==> src/rtl/ram_bist.sv <==
// March-style RAM self test: write/read ascending, inverted descending, then
// per-byte write/read pairs, with first-failure capture and registered outputs.
module ram_bist #(
    parameter int ADDR_MSB = 6
) (
    input  logic                mclk,
    input  logic                reset_n,
    input  logic                start,
    input  logic [15:0]         pattern,
    output logic                busy,
    output logic                done,
    output logic                pass,
    output logic [ADDR_MSB:0]   fail_addr,
    output logic [15:0]         fail_data,
    output logic [ADDR_MSB:0]   ram_addr,
    output logic                ram_cen,
    output logic [15:0]         ram_din,
    output logic [1:0]          ram_wen,
    input  logic [15:0]         ram_dout
);

    localparam logic [ADDR_MSB:0] ADDR_FIRST = {(ADDR_MSB+1){1'b0}};
    localparam logic [ADDR_MSB:0] ADDR_LAST  = {(ADDR_MSB+1){1'b1}};
    localparam logic [ADDR_MSB:0] ADDR_ONE   = (ADDR_MSB+1)'(1'b1);

    typedef enum logic [2:0] {
        S_IDLE = 3'd0,
        S_WR   = 3'd1,
        S_RD   = 3'd2,
        S_WRI  = 3'd3,
        S_RDI  = 3'd4,
        S_BW   = 3'd5,
        S_BR   = 3'd6,
        S_FIN  = 3'd7
    } state_t;

    // state_r names the access currently on the RAM port; addr_r is its address
    state_t            state_r;
    state_t            state_nxt_s;
    logic [ADDR_MSB:0] addr_r;
    logic [ADDR_MSB:0] addr_nxt_s;
    logic [15:0]       p_r;
    logic [15:0]       p_nxt_s;
    logic [15:0]       e_nxt_s;
    logic              accept_s;
    logic              mismatch_s;

    logic              cmp_vld_r;
    logic [ADDR_MSB:0] cmp_addr_r;
    logic [15:0]       cmp_exp_r;
    logic              cmp_vld_d_s;
    logic [15:0]       cmp_exp_d_s;

    logic              cen_d_s;
    logic [1:0]        wen_d_s;
    logic [15:0]       din_d_s;
    logic              busy_d_s;
    logic              done_d_s;
    logic              pass_d_s;
    logic [ADDR_MSB:0] fail_addr_d_s;
    logic [15:0]       fail_data_d_s;

    function automatic logic [15:0] base_word(input logic [15:0] p, input logic [ADDR_MSB:0] a);
        return p ^ 16'(a);
    endfunction

    function automatic logic [15:0] read_expect(input state_t st, input logic [15:0] p,
                                                input logic [ADDR_MSB:0] a);
        logic [15:0] ne;
        ne = ~base_word(p, a);
        case (st)
            S_RD:    return base_word(p, a);
            S_RDI:   return ne;
            S_BR:    return a[0] ? {ne[15:8], 8'hA5} : {8'h5A, ne[7:0]};
            default: return 16'h0000;
        endcase
    endfunction

    assign accept_s   = (state_r == S_IDLE) && start;
    assign mismatch_s = cmp_vld_r && (ram_dout != cmp_exp_r);
    assign ram_addr   = addr_r;

    // State and address registers
    always_ff @(posedge mclk or negedge reset_n) begin
        if (!reset_n) begin
            state_r <= S_IDLE;
            addr_r  <= ADDR_FIRST;
        end else begin
            state_r <= state_nxt_s;
            addr_r  <= addr_nxt_s;
        end
    end

    // Next access: phase sequencing with explicit terminal-address compares
    always_comb begin
        state_nxt_s = state_r;
        addr_nxt_s  = addr_r;
        if (mismatch_s) begin
            state_nxt_s = S_IDLE;
        end else begin
            case (state_r)
                S_IDLE: begin
                    if (start) begin
                        state_nxt_s = S_WR;
                        addr_nxt_s  = ADDR_FIRST;
                    end else begin
                        state_nxt_s = S_IDLE;
                    end
                end
                S_WR: begin
                    if (addr_r == ADDR_LAST) begin
                        state_nxt_s = S_RD;
                        addr_nxt_s  = ADDR_FIRST;
                    end else begin
                        addr_nxt_s  = addr_r + ADDR_ONE;
                    end
                end
                S_RD: begin
                    if (addr_r == ADDR_LAST) begin
                        state_nxt_s = S_WRI;
                        addr_nxt_s  = ADDR_LAST;
                    end else begin
                        addr_nxt_s  = addr_r + ADDR_ONE;
                    end
                end
                S_WRI: begin
                    if (addr_r == ADDR_FIRST) begin
                        state_nxt_s = S_RDI;
                        addr_nxt_s  = ADDR_LAST;
                    end else begin
                        addr_nxt_s  = addr_r - ADDR_ONE;
                    end
                end
                S_RDI: begin
                    if (addr_r == ADDR_FIRST) begin
                        state_nxt_s = S_BW;
                        addr_nxt_s  = ADDR_FIRST;
                    end else begin
                        addr_nxt_s  = addr_r - ADDR_ONE;
                    end
                end
                S_BW: begin
                    state_nxt_s = S_BR;
                end
                S_BR: begin
                    if (addr_r == ADDR_LAST) begin
                        state_nxt_s = S_FIN;
                    end else begin
                        state_nxt_s = S_BW;
                        addr_nxt_s  = addr_r + ADDR_ONE;
                    end
                end
                S_FIN: begin
                    state_nxt_s = S_IDLE;
                end
                default: begin
                    state_nxt_s = S_IDLE;
                end
            endcase
        end
    end

    // Register inputs: RAM port for the next access, status and compare stage
    always_comb begin
        if (accept_s) begin
            p_nxt_s = pattern;
        end else begin
            p_nxt_s = p_r;
        end
        e_nxt_s = base_word(p_nxt_s, addr_nxt_s);

        cen_d_s = 1'b1;
        wen_d_s = 2'b11;
        din_d_s = 16'h0000;
        case (state_nxt_s)
            S_WR: begin
                cen_d_s = 1'b0;
                wen_d_s = 2'b00;
                din_d_s = e_nxt_s;
            end
            S_WRI: begin
                cen_d_s = 1'b0;
                wen_d_s = 2'b00;
                din_d_s = ~e_nxt_s;
            end
            S_RD, S_RDI, S_BR: begin
                cen_d_s = 1'b0;
            end
            S_BW: begin
                cen_d_s = 1'b0;
                if (addr_nxt_s[0]) begin
                    wen_d_s = 2'b10;
                    din_d_s = 16'h00A5;
                end else begin
                    wen_d_s = 2'b01;
                    din_d_s = 16'h5A00;
                end
            end
            default: begin
                cen_d_s = 1'b1;
                wen_d_s = 2'b11;
                din_d_s = 16'h0000;
            end
        endcase

        busy_d_s      = busy;
        done_d_s      = done;
        pass_d_s      = pass;
        fail_addr_d_s = fail_addr;
        fail_data_d_s = fail_data;
        if (accept_s) begin
            busy_d_s      = 1'b1;
            done_d_s      = 1'b0;
            pass_d_s      = 1'b0;
            fail_addr_d_s = ADDR_FIRST;
            fail_data_d_s = 16'h0000;
        end else if (mismatch_s) begin
            busy_d_s      = 1'b0;
            done_d_s      = 1'b1;
            pass_d_s      = 1'b0;
            fail_addr_d_s = cmp_addr_r;
            fail_data_d_s = ram_dout;
        end else if (state_r == S_FIN) begin
            busy_d_s      = 1'b0;
            done_d_s      = 1'b1;
            pass_d_s      = 1'b1;
        end else begin
            busy_d_s      = busy;
        end

        cmp_vld_d_s = ((state_r == S_RD) || (state_r == S_RDI) || (state_r == S_BR)) && !mismatch_s;
        cmp_exp_d_s = read_expect(state_r, p_r, addr_r);
    end

    // Output, pattern and compare-stage registers
    always_ff @(posedge mclk or negedge reset_n) begin
        if (!reset_n) begin
            busy       <= 1'b0;
            done       <= 1'b0;
            pass       <= 1'b0;
            fail_addr  <= ADDR_FIRST;
            fail_data  <= 16'h0000;
            ram_cen    <= 1'b1;
            ram_wen    <= 2'b11;
            ram_din    <= 16'h0000;
            p_r        <= 16'h0000;
            cmp_vld_r  <= 1'b0;
            cmp_addr_r <= ADDR_FIRST;
            cmp_exp_r  <= 16'h0000;
        end else begin
            busy       <= busy_d_s;
            done       <= done_d_s;
            pass       <= pass_d_s;
            fail_addr  <= fail_addr_d_s;
            fail_data  <= fail_data_d_s;
            ram_cen    <= cen_d_s;
            ram_wen    <= wen_d_s;
            ram_din    <= din_d_s;
            p_r        <= p_nxt_s;
            cmp_vld_r  <= cmp_vld_d_s;
            cmp_addr_r <= addr_r;
            cmp_exp_r  <= cmp_exp_d_s;
        end
    end

endmodule

==> config.mk <==
export PLATFORM = sky130hd
export DESIGN_NAME = ram_bist
export DESIGN_NICKNAME = d
export VERILOG_FILES = /design/src/rtl/ram_bist.sv
export SDC_FILE = /design/constraint.sdc
export NUM_CORES = 1
export LEC_CHECK = 0
export ABC_AREA = 1
export CORE_MARGIN = 2
export CORE_UTILIZATION = 53
export CTS_BUF_LIST = sky130_fd_sc_hd__clkbuf_8 sky130_fd_sc_hd__clkbuf_16
export DETAILED_ROUTE_END_ITERATION = 7
export GPL_TIMING_DRIVEN = 0
export HOLD_SLACK_MARGIN = 0.05
export PLACE_DENSITY = 0.86
export SLEW_MARGIN = 25
export SYNTH_ARGS = -nofsm -noshare
export SYNTH_HDL_FRONTEND = slang
export SYNTH_SLANG_ARGS = --single-unit
==> constraint.sdc <==
create_clock -name mclk -period 2.4 [get_ports mclk]
set_clock_uncertainty 0.05 [all_clocks]
set_input_delay 0.36 -clock mclk [delete_from_list [all_inputs] [get_ports mclk]]
set_output_delay 0.36 -clock mclk [all_outputs]
set_load 0.1 [all_outputs]
==> results.json <==
{
  "status": "finished clean",
  "r2r_cells": 15,
  "areaGrowthSynthToFinish_pct": 31.9,
  "clk_latency_ns": 0.37,
  "cp.required_ns": 1.99,
  "drc": 0,
  "core-area_mm2": 0.00915,
  "hold_class": "flop to flop",
  "syn_nets": 688,
  "grt_usage": 0.283,
  "rsz0062_at_grt": "true",
  "slew_viol_final": 0,
  "path_class": "flop to primary output",
  "cts.clk_slew.worst_paths_ns": 0.11,
  "placed_area_mm2": 0.00603,
  "path_max_fanout": 4,
  "holdPathStages": 0,
  "hpwl_um": 10600,
  "critical-path-slowest-cell": "clkdlybuf4s50_1",
  "cts_made_buffers": 9,
  "io_buffers": 86,
  "cp.depth": 1,
  "grt_first_pass_wirelength_um": 22200,
  "yosysTopAreaCell": "dfrtp_1",
  "avgSynthCellArea_um2": 7.66,
  "row_count": 35,
  "wl_per_cell_um": 16.2,
  "layout-drive-gt1-share": 0.181,
  "layout_min_cycle_time_ns": 2.36,
  "ioPinCount": 87,
  "grt_pass1_vias": 4565,
  "firstDrtPassIters": 5,
  "async_flop_share": 1.00,
  "diodes": 0,
  "yosysTopAreaCellShare": 0.464,
  "finalCritPeriodShare": 0.984,
  "ys_seq_area_frac": 0.479,
  "maxCapViolCount": 0,
  "start_kind": "flop",
  "tightest_slew_ns": 0.987,
  "worst_path_largest_cell_delay_ns": 1.13,
  "max_freq_mhz": 423,
  "cp-end-kind": "primary output",
  "ant_nets": 0,
  "final_hold_viol_count": 0,
  "clock_sinks": 95,
  "cp_top_family": "buffers and inverters",
  "crit_chain": "clkdlybuf4s50_1",
  "nNetsFinal": 809,
  "finalSetupViolations": 0,
  "syn_area_mm2": 0.00497,
  "die_width_um": 101,
  "htree_num_levels": 3,
  "ys_dominant_reg_cell": "dfrtp_1",
  "ys_ff_latch": 95,
  "routed_wl_um": 14300,
  "die_h_um": 101,
  "antenna_found_initial": 0,
  "synth_cell_types": 40,
  "crit_arrival_ns": 1.95,
  "place_congestion": 0.930,
  "grt-ovfl-total": 0,
  "avgViaCountPerCell": 5.40,
  "synth_edf_count": 0,
  "fp.dieArea_mm2": 0.0102,
  "drt_iter0_markers": 278,
  "finalSetupTns_ns": 0,
  "cts_tree": "built",
  "cts_buffer_depth": 2,
  "synth.top_cells.by_area": "dfrtp_1 46%, nand2_1 15%, nand3_1 6.4%",
  "vias": 4781,
  "path_buf_inv": 1,
  "synthCells": 648,
  "start_util": 0.543,
  "slew_headroom": 0.340,
  "grt_max_degree": 60,
  "yosysWarnings": 0,
  "finalInstanceArea_mm2": 0.00655,
  "cts_root_buffer": "clkbuf_8"
}
## Yosys cell counts, types with 5 or more instances
cell type and count:
buf_2 7, clkbuf_1 5, nand2_1 193, inv_1 78
o21ai_0 51, nor2_2 6, nand3_1 64, inv_2 5
o21ai_1 5, dfrtp_1 92, ha_1 5, or2_2 13
nor2_1 42, a21oi_1 32, nand2_2 9
## layout by cell type, fill, tap and decap left out, types with 4 or more instances in the layout
master	netlist	final
buf_6	2	6
inv_2	5	7
nor2_1	42	37
nand2_1	193	185
buf_4	3	23
xnor2_1	4	4
nand3_2	2	7
nor2_2	6	8
nand3_1	64	58
o21ai_1	5	6
buf_2	7	5
nand2_2	9	12
o21ai_0	51	50
clkbuf_8	0	10
inv_1	78	74
clkdlybuf4s50_1	0	77
dfrtp_1	92	85
nor2_4	4	7
a21oi_1	32	30
dlygate4sd2_1	0	8
dfrtp_4	0	5
nand2_4	1	6
or2_2	13	13
## repair_timing
item | CTS | global route
setup endpoints to repair | 28 | 37
gates cloned | 0 | 1
hold buffers | 1 | 0
setup buffers | 9 | 12
gates resized for setup | 15 | 44
pin swaps | 4 | 12
endpoints found under the hold margin | 36 | 0
## cells by family after synthesis
family	after synthesis	share of synthesized area
fa+ha+maj	5	0.0126
simple gates	343	0.310
buf+inv	102	0.0847
compound gates	96	0.101
flops	95	0.479
xor+xnor	7	0.0123
## worst paths after layout
| path | startpoint | to | slack, ns |
|---|---|---|---|
| worst max-delay path | ram_addr[3] | ram_addr[3] | 0.04 |
| worst min-delay path | ram_addr[4] | cmp_addr_r[4] | 0.40 |
| worst max register to register | ram_addr[0] | ram_din[2] | 0.07 |
| worst min register to register | ram_addr[4] | cmp_addr_r[4] | 0.40 |
| max in group asynchronous | reset_n | ram_wen[1] | 1.24 |
| min in group asynchronous | reset_n | ram_din[4] | 0.41 |
## per-stage QoR
| step | hold slack (ns) | std cells | util | setup WS [ns] |
|---|---|---|---|---|
| CTS | 0.405 | 872 | 0.691 | 0.00672 |
| global placement | 0.379 | 845 | 0.656 | -3.01 |
| global route | 0.418 | 885 | 0.716 | -0.0597 |
| floorplan | 0.0144 | 648 | - | 0.0167 |
| detailed placement | 0.238 | 846 | 0.659 | -0.292 |
| finish | 0.403 | 885 | 0.716 | 0.0386 |
## final cells by class
| type | count | area, um2 |
|---|---|---|
| fillers | 727 | 2600 |
| well taps | 111 | 139 |
| repair buffers | 110 | 1060 |
| clock inverters | 6 | 63.8 |
| multi-input cells | 451 | 2300 |
| plain buffers | 17 | 111 |
| inverters | 85 | 333 |
| clock buffers | 10 | 138 |
| flip-flops and latches | 95 | 2400 |
## flip-flops by register name, indices dropped and copies added, names as in the netlist
signal / count
cmp_exp_r: 16
fail_data: 16
p_r: 16
ram_din: 16
cmp_addr_r: 7
fail_addr: 7
ram_addr: 7
state_r: 3
ram_wen: 2
busy: 1
cmp_vld_r: 1
done: 1
pass: 1
ram_cen: 1
## per-layer routing
| layer | GRT usage | vias up | wire length [um] |
|---|---|---|---|
| li1 | - | 2298 | - |
| met1 | 0.407 | 2310 | 6440 |
| met2 | 0.441 | 150 | 6880 |
| met3 | 0.0361 | 23 | 650 |
| met4 | 0.102 | 0 | 342 |
| met5 | 0 | - | 0 |
Power is left out: the tool's default activity adds up to more than one toggle a clock period on the data nets, which glitch-free logic cannot reach.
